`config.mk`:
```
export PLATFORM = sky130hd
export DESIGN_NAME = uart_loader
export DESIGN_NICKNAME = d
export VERILOG_FILES = /design/src/rtl/uart_loader_pkg.sv /design/src/rtl/uart_rx_byte.sv /design/src/rtl/uart_loader.sv
export SDC_FILE = /design/constraint.sdc
export NUM_CORES = 1
export LEC_CHECK = 0
export CORE_UTILIZATION = 47
export DETAILED_ROUTE_END_ITERATION = 8
export GPL_TIMING_DRIVEN = 0
export PLACE_DENSITY = 0.74
export SLEW_MARGIN = 20
export SYNTH_ARGS = -nofsm -noshare
export SYNTH_HDL_FRONTEND = slang
export SYNTH_HIERARCHICAL = 1
export SYNTH_SLANG_ARGS = --single-unit
```
`constraint.sdc`:
```
create_clock -name clock -period 5.14 [get_ports clock]
set_clock_uncertainty 0.15 [all_clocks]
set_input_delay 1.028 -clock clock [delete_from_list [all_inputs] [get_ports clock]]
set_output_delay 1.028 -clock clock [all_outputs]
set_load 0.05 [all_outputs]
```
`src/rtl/uart_loader_pkg.sv`:
```
// Shared types and constants for the UART program loader.
// LOADER_CSUM_EN enables the trailing checksum byte.
package uart_loader_pkg;

   typedef enum logic [3:0] {
      StIdle,
      StHdr,
      StTgt,
      StLenH,
      StLenL,
      StData,
      StCsum,
      StDone,
      StErr
   } ld_state_e;

   typedef enum logic [1:0] {
      RxIdle,
      RxStart,
      RxData,
      RxStop
   } rx_state_e;

   localparam logic [7:0] HDR_BYTE = 8'hA5;
   localparam logic [7:0] TGT_IMEM = 8'h00;
   localparam logic [7:0] TGT_DMEM = 8'h01;

endpackage

```
`src/rtl/uart_rx_byte.sv`:
```
// 8N1 UART byte receiver: input synchronizer, mid-bit sampling, glitch-rejecting start
// detection and one-cycle byte_vld / frame_err strobes.
module uart_rx_byte
   import uart_loader_pkg::*;
#(
   parameter int unsigned CLK_HZ = 10_000_000,
   parameter int unsigned BAUD   = 115200
) (
   input  logic       clock,
   input  logic       rst_n,
   input  logic       i_rx,
   output logic       o_byte_vld,
   output logic [7:0] o_byte_data,
   output logic       o_frame_err
);

   localparam int unsigned DIV  = (CLK_HZ + BAUD / 2) / BAUD;
   localparam int unsigned HALF = DIV / 2;
   localparam int unsigned CW   = $clog2(DIV + 1);

   logic [1:0]    r_sync;
   logic          r_rx_prev;
   rx_state_e     r_state;
   logic [CW-1:0] r_cnt;
   logic [2:0]    r_bit_idx;
   logic [7:0]    r_shift;
   logic          r_byte_vld;
   logic          r_frame_err;
   logic          w_rx;

   assign w_rx        = r_sync[1];
   assign o_byte_vld  = r_byte_vld;
   assign o_byte_data = r_shift;
   assign o_frame_err = r_frame_err;

   always_ff @(posedge clock or negedge rst_n) begin
      if (!rst_n) begin
         // Synchronizer resets to the idle level so reset release cannot fake a start edge.
         r_sync      <= 2'b11;
         r_rx_prev   <= 1'b1;
         r_state     <= RxIdle;
         r_cnt       <= '0;
         r_bit_idx   <= '0;
         r_shift     <= '0;
         r_byte_vld  <= 1'b0;
         r_frame_err <= 1'b0;
      end else begin
         r_sync      <= {r_sync[0], i_rx};
         r_rx_prev   <= w_rx;
         r_byte_vld  <= 1'b0;
         r_frame_err <= 1'b0;
         case (r_state)
            RxIdle: begin
               if (r_rx_prev && !w_rx) begin
                  r_state <= RxStart;
                  r_cnt   <= '0;
               end
            end
            RxStart: begin
               if (r_cnt == CW'(HALF - 1)) begin
                  r_cnt     <= '0;
                  r_bit_idx <= '0;
                  r_state   <= w_rx ? RxIdle : RxData;
               end else begin
                  r_cnt <= r_cnt + CW'(1);
               end
            end
            RxData: begin
               if (r_cnt == CW'(DIV - 1)) begin
                  r_cnt   <= '0;
                  r_shift <= {w_rx, r_shift[7:1]};
                  if (r_bit_idx == 3'd7) begin
                     r_state <= RxStop;
                  end
                  r_bit_idx <= r_bit_idx + 3'd1;
               end else begin
                  r_cnt <= r_cnt + CW'(1);
               end
            end
            RxStop: begin
               if (r_cnt == CW'(DIV - 1)) begin
                  r_cnt       <= '0;
                  r_byte_vld  <= w_rx;
                  r_frame_err <= !w_rx;
                  r_state     <= RxIdle;
               end else begin
                  r_cnt <= r_cnt + CW'(1);
               end
            end
            default: r_state <= RxIdle;
         endcase
      end
   end

endmodule

```
`src/rtl/uart_loader.sv`:
```
// Serial program loader: parses A5/target/length/words frames and writes words to imem or dmem.
// Define LOADER_CSUM_EN to require a trailing XOR checksum byte.
module uart_loader
   import uart_loader_pkg::*;
#(
   parameter int unsigned CLK_HZ = 10_000_000,
   parameter int unsigned BAUD   = 115200,
   parameter int unsigned ADDR_W = 14
) (
   input  logic              clock,
   input  logic              rst_n,
   input  logic              start,
   input  logic              rx,
   output logic              load_active,
   output logic              cpu_rst,
   output logic              wr_en,
   output logic              wr_sel,
   output logic [ADDR_W-1:0] wr_addr,
   output logic [31:0]       wr_data,
   output logic              done,
   output logic              err
);

   localparam int unsigned MAX_N = 2 ** ADDR_W;

   logic              w_byte_vld;
   logic [7:0]        w_byte_data;
   logic              w_frame_err;
   logic              w_start_rise;
   logic [15:0]       w_len;

   ld_state_e         r_state;
   logic              r_start_prev;
   logic              r_load_active;
   logic              r_wr_en;
   logic              r_wr_sel;
   logic [ADDR_W-1:0] r_wr_addr;
   logic [31:0]       r_wr_data;
   logic              r_done;
   logic              r_err;
   logic [7:0]        r_len_h;
   logic [15:0]       r_words_left;
   logic [1:0]        r_bcnt;
`ifdef LOADER_CSUM_EN
   logic [7:0]        r_csum;
`endif

   uart_rx_byte #(
      .CLK_HZ(CLK_HZ),
      .BAUD  (BAUD)
   ) u_rx (
      .clock      (clock),
      .rst_n      (rst_n),
      .i_rx       (rx),
      .o_byte_vld (w_byte_vld),
      .o_byte_data(w_byte_data),
      .o_frame_err(w_frame_err)
   );

   assign w_start_rise = start && !r_start_prev;
   assign w_len        = {r_len_h, w_byte_data};
   assign load_active  = r_load_active;
   assign cpu_rst      = r_load_active;
   assign wr_en        = r_wr_en;
   assign wr_sel       = r_wr_sel;
   assign wr_addr      = r_wr_addr;
   assign wr_data      = r_wr_data;
   assign done         = r_done;
   assign err          = r_err;

   always_ff @(posedge clock or negedge rst_n) begin
      if (!rst_n) begin
         r_state       <= StIdle;
         r_start_prev  <= 1'b0;
         r_load_active <= 1'b0;
         r_wr_en       <= 1'b0;
         r_wr_sel      <= 1'b0;
         r_wr_addr     <= '0;
         r_wr_data     <= '0;
         r_done        <= 1'b0;
         r_err         <= 1'b0;
         r_len_h       <= '0;
         r_words_left  <= '0;
         r_bcnt        <= '0;
`ifdef LOADER_CSUM_EN
         r_csum        <= '0;
`endif
      end else begin
         r_start_prev <= start;
         r_wr_en      <= 1'b0;
         if (r_wr_en) begin
            r_wr_addr <= r_wr_addr + ADDR_W'(1);
         end
         case (r_state)
            StIdle, StDone, StErr: begin
               if (w_start_rise) begin
                  r_state       <= StHdr;
                  r_load_active <= 1'b1;
                  r_done        <= 1'b0;
                  r_err         <= 1'b0;
                  r_wr_addr     <= '0;
`ifdef LOADER_CSUM_EN
                  r_csum        <= '0;
`endif
               end
            end
            StHdr: begin
               if (w_byte_vld && w_byte_data == HDR_BYTE) begin
                  r_state <= StTgt;
               end
            end
            StTgt: begin
               if (w_byte_vld) begin
                  if (w_byte_data == TGT_IMEM || w_byte_data == TGT_DMEM) begin
                     r_wr_sel <= w_byte_data[0];
                     r_state  <= StLenH;
                  end else begin
                     r_state       <= StErr;
                     r_load_active <= 1'b0;
                     r_err         <= 1'b1;
                  end
               end
            end
            StLenH: begin
               if (w_byte_vld) begin
                  r_len_h <= w_byte_data;
                  r_state <= StLenL;
               end
            end
            StLenL: begin
               if (w_byte_vld) begin
                  r_words_left <= w_len;
                  r_bcnt       <= '0;
                  if (32'(w_len) > MAX_N) begin
                     r_state       <= StErr;
                     r_load_active <= 1'b0;
                     r_err         <= 1'b1;
                  end else if (w_len == 16'd0) begin
`ifdef LOADER_CSUM_EN
                     r_state <= StCsum;
`else
                     r_state       <= StDone;
                     r_load_active <= 1'b0;
                     r_done        <= 1'b1;
`endif
                  end else begin
                     r_state <= StData;
                  end
               end
            end
            StData: begin
               if (w_byte_vld) begin
                  r_wr_data[{r_bcnt, 3'b000} +: 8] <= w_byte_data;
                  r_bcnt                           <= r_bcnt + 2'd1;
`ifdef LOADER_CSUM_EN
                  r_csum <= r_csum ^ w_byte_data;
`endif
                  if (r_bcnt == 2'd3) begin
                     r_wr_en      <= 1'b1;
                     r_words_left <= r_words_left - 16'd1;
                     if (r_words_left == 16'd1) begin
`ifdef LOADER_CSUM_EN
                        r_state <= StCsum;
`else
                        r_state       <= StDone;
                        r_load_active <= 1'b0;
                        r_done        <= 1'b1;
`endif
                     end
                  end
               end
            end
`ifdef LOADER_CSUM_EN
            StCsum: begin
               if (w_byte_vld) begin
                  r_load_active <= 1'b0;
                  if (w_byte_data == r_csum) begin
                     r_state <= StDone;
                     r_done  <= 1'b1;
                  end else begin
                     r_state <= StErr;
                     r_err   <= 1'b1;
                  end
               end
            end
`endif
            default: r_state <= StIdle;
         endcase
         // A framing error in any receiving state overrides whatever the byte handling chose.
         if (w_frame_err && r_load_active) begin
            r_state       <= StErr;
            r_load_active <= 1'b0;
            r_err         <= 1'b1;
         end
      end
   end

endmodule

```
### Word-level counts from Yosys, hierarchy flattened

Cells that the tools add are included.

* register bits after elaboration: 107
* input port bits: 4
* output and inout port bits: 52

* mux-type cells: 70
* shifts and indexed selects: 2
* reduce and logical (&&, ||, !) cells: 30
* add/subtract/negate cells: 6
* equality and inequality tests: 40
* order comparisons: 1

Operators with widths (count)
* $mux W16: 3
* $mux W4: 11
* $mux W14: 3
* $bwmux W32: 1
* $pmux W16 S2: 1
* $shift A8 B7 Y32 const A: 1
* $shiftx A8 B7 Y32: 1
* $mux W1: 29
* $pmux W4 S6: 1
* $mux W7: 3
* $pmux W7 S3: 1
* $mux W2: 9
* $ne A3 B3 Y1 const B: 6
* $eq A16 B1 Y1 const B: 1
* $gt A16 B15 Y1 const B: 1
* $logic_not A16 Y1: 1
* $reduce_and A8 Y1: 2
* $sub A16 B1 Y16 const B: 1
* $add A14 B1 Y14 const B: 1
* $ne A2 B1 Y1 const B: 7
* $eq A4 B3 Y1 const B: 3
* $ne A3 B2 Y1 const B: 4
* $ne A2 B2 Y1 const B: 5
* $reduce_and A3 Y1: 3
* 38 further kinds: 50

### Depth between registers and ports, before layout

* depth after elaboration: 6
* mapped depth: 7
* gate-level depth less buffers: 7

### Hierarchy

The synthesis kept the hierarchy.

Modules (own cells, without submodules)
* uart_loader: instances 1, sequential area each 2052.0 sq um, cells an instance 451, area an instance 4315.4 sq um
* uart_rx_byte: instances 1, sequential area each 629.4 sq um, cells an instance 101, area an instance 1147.4 sq um

### Worst setup path before layout

Ideal clock, no wire load.

* kind: input -> register
* start point: in start
* end point: reg r_state[1] (netlist name)
* arrival: 1882 ps
* stages: 5
* path buffers: 0
* setup time: 125 ps
* path slack: 2983 ps
* required time: 4865 ps
* cell sequence: nand2b_1 nand2_1 o32ai_4 a211oi_4 mux2_4

RTL lines
* start, declared: line uart_loader.sv:12 `input logic start,`

### Worst setup path after layout

* start point: reg r_wr_en, in the netlist wr_en
* end point: out wr_en

RTL lines
* start, declared: line uart_loader.sv:35 `logic r_wr_en;`
* start signal, assigned: line uart_loader.sv:76 `r_wr_en <= 1'b0;`
* start signal, assigned: line uart_loader.sv:90 `r_wr_en <= 1'b0;`
* start signal, assigned: line uart_loader.sv:159 `r_wr_en <= 1'b1;`
* end, declared: line uart_loader.sv:16 `output logic wr_en,`

No word-level cell between the ends.

==> results.cfg <==
[sta]
minimum_clock_period_after_layout_ps = 2860
layout_worst_path_cycle_share = 0.556
final_max_slew_viol_count = 0
hold_viol = 0
timing.final.ws_setup_ps = 2280
setup-violations-final = 0
fmax_mhz = 350
transition_time_at_the_pin_with_the_least_slew_margin_ps = 980
fin_tns_setup_ps = 0
worst_slew_slack_as_a_fraction_of_its_limit = 0.343
final.hold.worst_slack_ps = 210
grt_setup_unrepaired = no

[power]
static_leakage_power_nw = 2.86
power.share.sequential = 0.508
cell_internal_power_dissipation_mw = 1.31
clkPwrFrac = 0.384
comb_power_share = 0.109
switching_share = 0.267
finalPower_mw = 1.79
powerDensity_nw_per_um2 = 274
vdd_ir_drop_max_uv = 258
net-switching-power_uw = 477

[synthesis]
syn_inst = 552
share_of_yosys_cell_area_claimed_by_the_top_area_cell_type = 0.476
yosys.cell_types.count = 77
synth_seq_cells = 107
syn_area_sq_um = 5460
synth_seq_area_share = 0.491
async_reset_ff_frac = 1.00
yosysWarnings = 6
yosys-top-cells-area = sky130_fd_sc_hd__dfrtp_1, sky130_fd_sc_hd__nand2_1, sky130_fd_sc_hd__o21ai_1
synthDominantAreaCellType = sky130_fd_sc_hd__dfrtp_1
synthesis.nets = 569
postSynthAreaPerCell_sq_um = 9.90
number_of_enable_type_register_cells_in_the_synthesized_netlist = 0
yosys_most_used_dff = sky130_fd_sc_hd__dfrtp_1

[cts]
cts_num_sinks = 107
max-clock-path-buffers = 2
path_clk_slew_ps = 70
cts_buffers = 9
cts_setup_buffers = 0
ctsResizeCount = 0
ctsHtreeMaxLevel = 3
clock_insertion_delay_worst_skew_ps = 350
holdBufCountCts = 0
cts_tree = yes
root_driver = sky130_fd_sc_hd__clkbuf_16

[layout]
non_filler_instances = 767
final_common_cell = sky130_fd_sc_hd__dfrtp_1
post-route-util = 0.573
stdcell_area_sq_um = 6520
final_cell_mix = sky130_fd_sc_hd__dfrtp_1, sky130_fd_sc_hd__nand2_1, sky130_fd_sc_hd__clkdlybuf4s50_1
fraction_of_layout_instances_using_a_drive_strength_above_1 = 0.112
layout.nets = 636
syn2layout_area_growth_pct = 19.3
insertedDiodeCount = 0

[drt]
wl_cell_microns = 16.7
vias = 4467
firstDrtPassIters = 5
first_iter_violations = 284
route.antenna.remaining_nets = 0
drc = 0
drt-vias-per-instance = 5.82
routed_wl_microns = 12800

[setup_path]
worst-path-buf-inv = 1
crit-reg2reg-launch = u_rx/o_byte_data[0]$_DFFE_PN0P_
critical_path_endpoint_category = output pin
critPathLaunch = wr_en$_DFF_PN0_
worst_path_max_delay_cell = sky130_fd_sc_hd__clkdlybuf4s50_1
critPathRequiredTime_ps = 3960
timing.critical_path.max_delay_family = buffers and inverters
rrSetupSlack_ps = 2610
regToRegEndpoint = cpu_rst$_DFFE_PN0P_
arrival_ps = 1680
timing.critical_path.fanout_max = 6
timing.critical_path.from_type = flip-flop
worst-setup-path-type = flip-flop to output pin
cell_chain_critical_path = clkdlybuf4s50_1
crit_path_max_incr_delay_ps = 850
r2r_cells = 6

[placed_design]
dp_cells = 751
placed_cell_area_sq_um = 6220
globalplace.congestion = 0.855
place_ws_ps = 2400
placement.io_buffers = 55
detailedPlacementHpwl_microns = 8840

[global_route]
largest_net_degree_at_the_start_of_global_routing = 71
gr-usage-all-layers = 0.228
vias_in_the_first_global_route = 4385
grt_first_pass_wirelength_microns = 21100
antenna_found_initial = 0
grt-ovfl-total = 0

[min_path]
worstHoldPathCells = 0
timing.hold.worst_endpoint = u_rx/r_sync[1]$_DFF_PN1_
hold_path.startpoint = u_rx/r_sync[0]$_DFF_PN1_
holdCritPathClass = flip-flop to flip-flop

[floorplan]
total_die_area_sq_um = 12100
die_height_microns = 110
floorplan.initialDensity = 0.480
std_cell_rows = 39
i_o_pin_count = 56
coreArea_sq_um = 11400
die_width_microns = 110

[run_status]
outcome = finished, final reports clean

[job]
number_of_maximum_capacitance_violations = 0
-- how the worst max path moves through the flow --
stage	depth (start not counted)	endpoint	slack, ps
6_report	1	wr_en	2280
5_1_grt	1	wr_en	2230
4_1_cts	1	wr_en	2280
3_5_place_dp	6	r_state[1]$_DFFE_PN0P_	2400
3_3_place_gp	1	r_words_left[7]$_DFFE_PN0P_	-1100
2_1_floorplan	5	r_state[1]$_DFFE_PN0P_	2980
-- cell families after synthesis --
logic type,share of synthesized area
AOI/OAI and AO/OA,0.148
xor gates and xnor gates,0.0208
adders and majority gates,0.0298
buffers and inverters,0.0305
DFF,0.491
muxes,0.0527
and+or+nand+nor,0.228
-- power by group through the flow --
stage	clock [mW]	combinational [mW]	sequential, mW
6_report	0.685	0.194	0.906
5_1_grt	0.730	0.227	0.912
4_1_cts	0.696	0.196	0.906
3_5_place_dp	0	0.195	0.922
3_3_place_gp	0	0.186	0.921
2_1_floorplan	0	0.118	0.936
-- cell usage after synthesis (4+ instances only) --
cell type                   number
sky130_fd_sc_hd__a21oi_1        21
sky130_fd_sc_hd__nor4_1          4
sky130_fd_sc_hd__and3_1          7
sky130_fd_sc_hd__nor2b_1         4
sky130_fd_sc_hd__inv_1           9
sky130_fd_sc_hd__dfrtp_1       104
sky130_fd_sc_hd__xnor2_1         6
sky130_fd_sc_hd__a31oi_1         6
sky130_fd_sc_hd__nand2_1        98
sky130_fd_sc_hd__nor2_1         42
sky130_fd_sc_hd__o2bb2ai_1       5
sky130_fd_sc_hd__nand4_1         7
sky130_fd_sc_hd__mux2i_1         4
sky130_fd_sc_hd__o21ai_1        43
sky130_fd_sc_hd__nor3_1         12
sky130_fd_sc_hd__nand3_1        17
sky130_fd_sc_hd__ha_1           13
sky130_fd_sc_hd__buf_2          11
sky130_fd_sc_hd__nor3b_1         4
sky130_fd_sc_hd__o22ai_1         6
sky130_fd_sc_hd__nand2_2         4
sky130_fd_sc_hd__mux2_1         16
sky130_fd_sc_hd__xor2_1          7
sky130_fd_sc_hd__o21ai_0        13
sky130_fd_sc_hd__clkbuf_1        7
sky130_fd_sc_hd__and2_1          5
-- state kept, by name, indices dropped and copies added, names as in the netlist, 2 cells and up, named ones only --
name / count
wr_data: 32
r_words_left: 16
wr_addr: 14
r_len_h: 8
u_rx/o_byte_data: 8
u_rx/r_cnt: 7
r_state: 4
u_rx/r_bit_idx: 3
r_bcnt: 2
u_rx/r_sync: 2
-- routing by layer --
layer	up-vias	track usage	part of all wire
met3	30	0.0462	0.054
met5	-	0	0
met1	2183	0.297	0.44
li1	2096	-	-
met4	0	0.0781	0.019
met2	158	0.376	0.49
-- area by class of cell --
class	instances	area, sq um
fill	962	4850
sequential	107	2680
multi-input combinational	410	2620
timing repair buffer	56	579
clock buffer	11	253
tap	143	179
buffer	25	129
clock inverter	5	45.0
inverter	10	37.5
No activity file was read; power rests on OpenSTA's default activity.
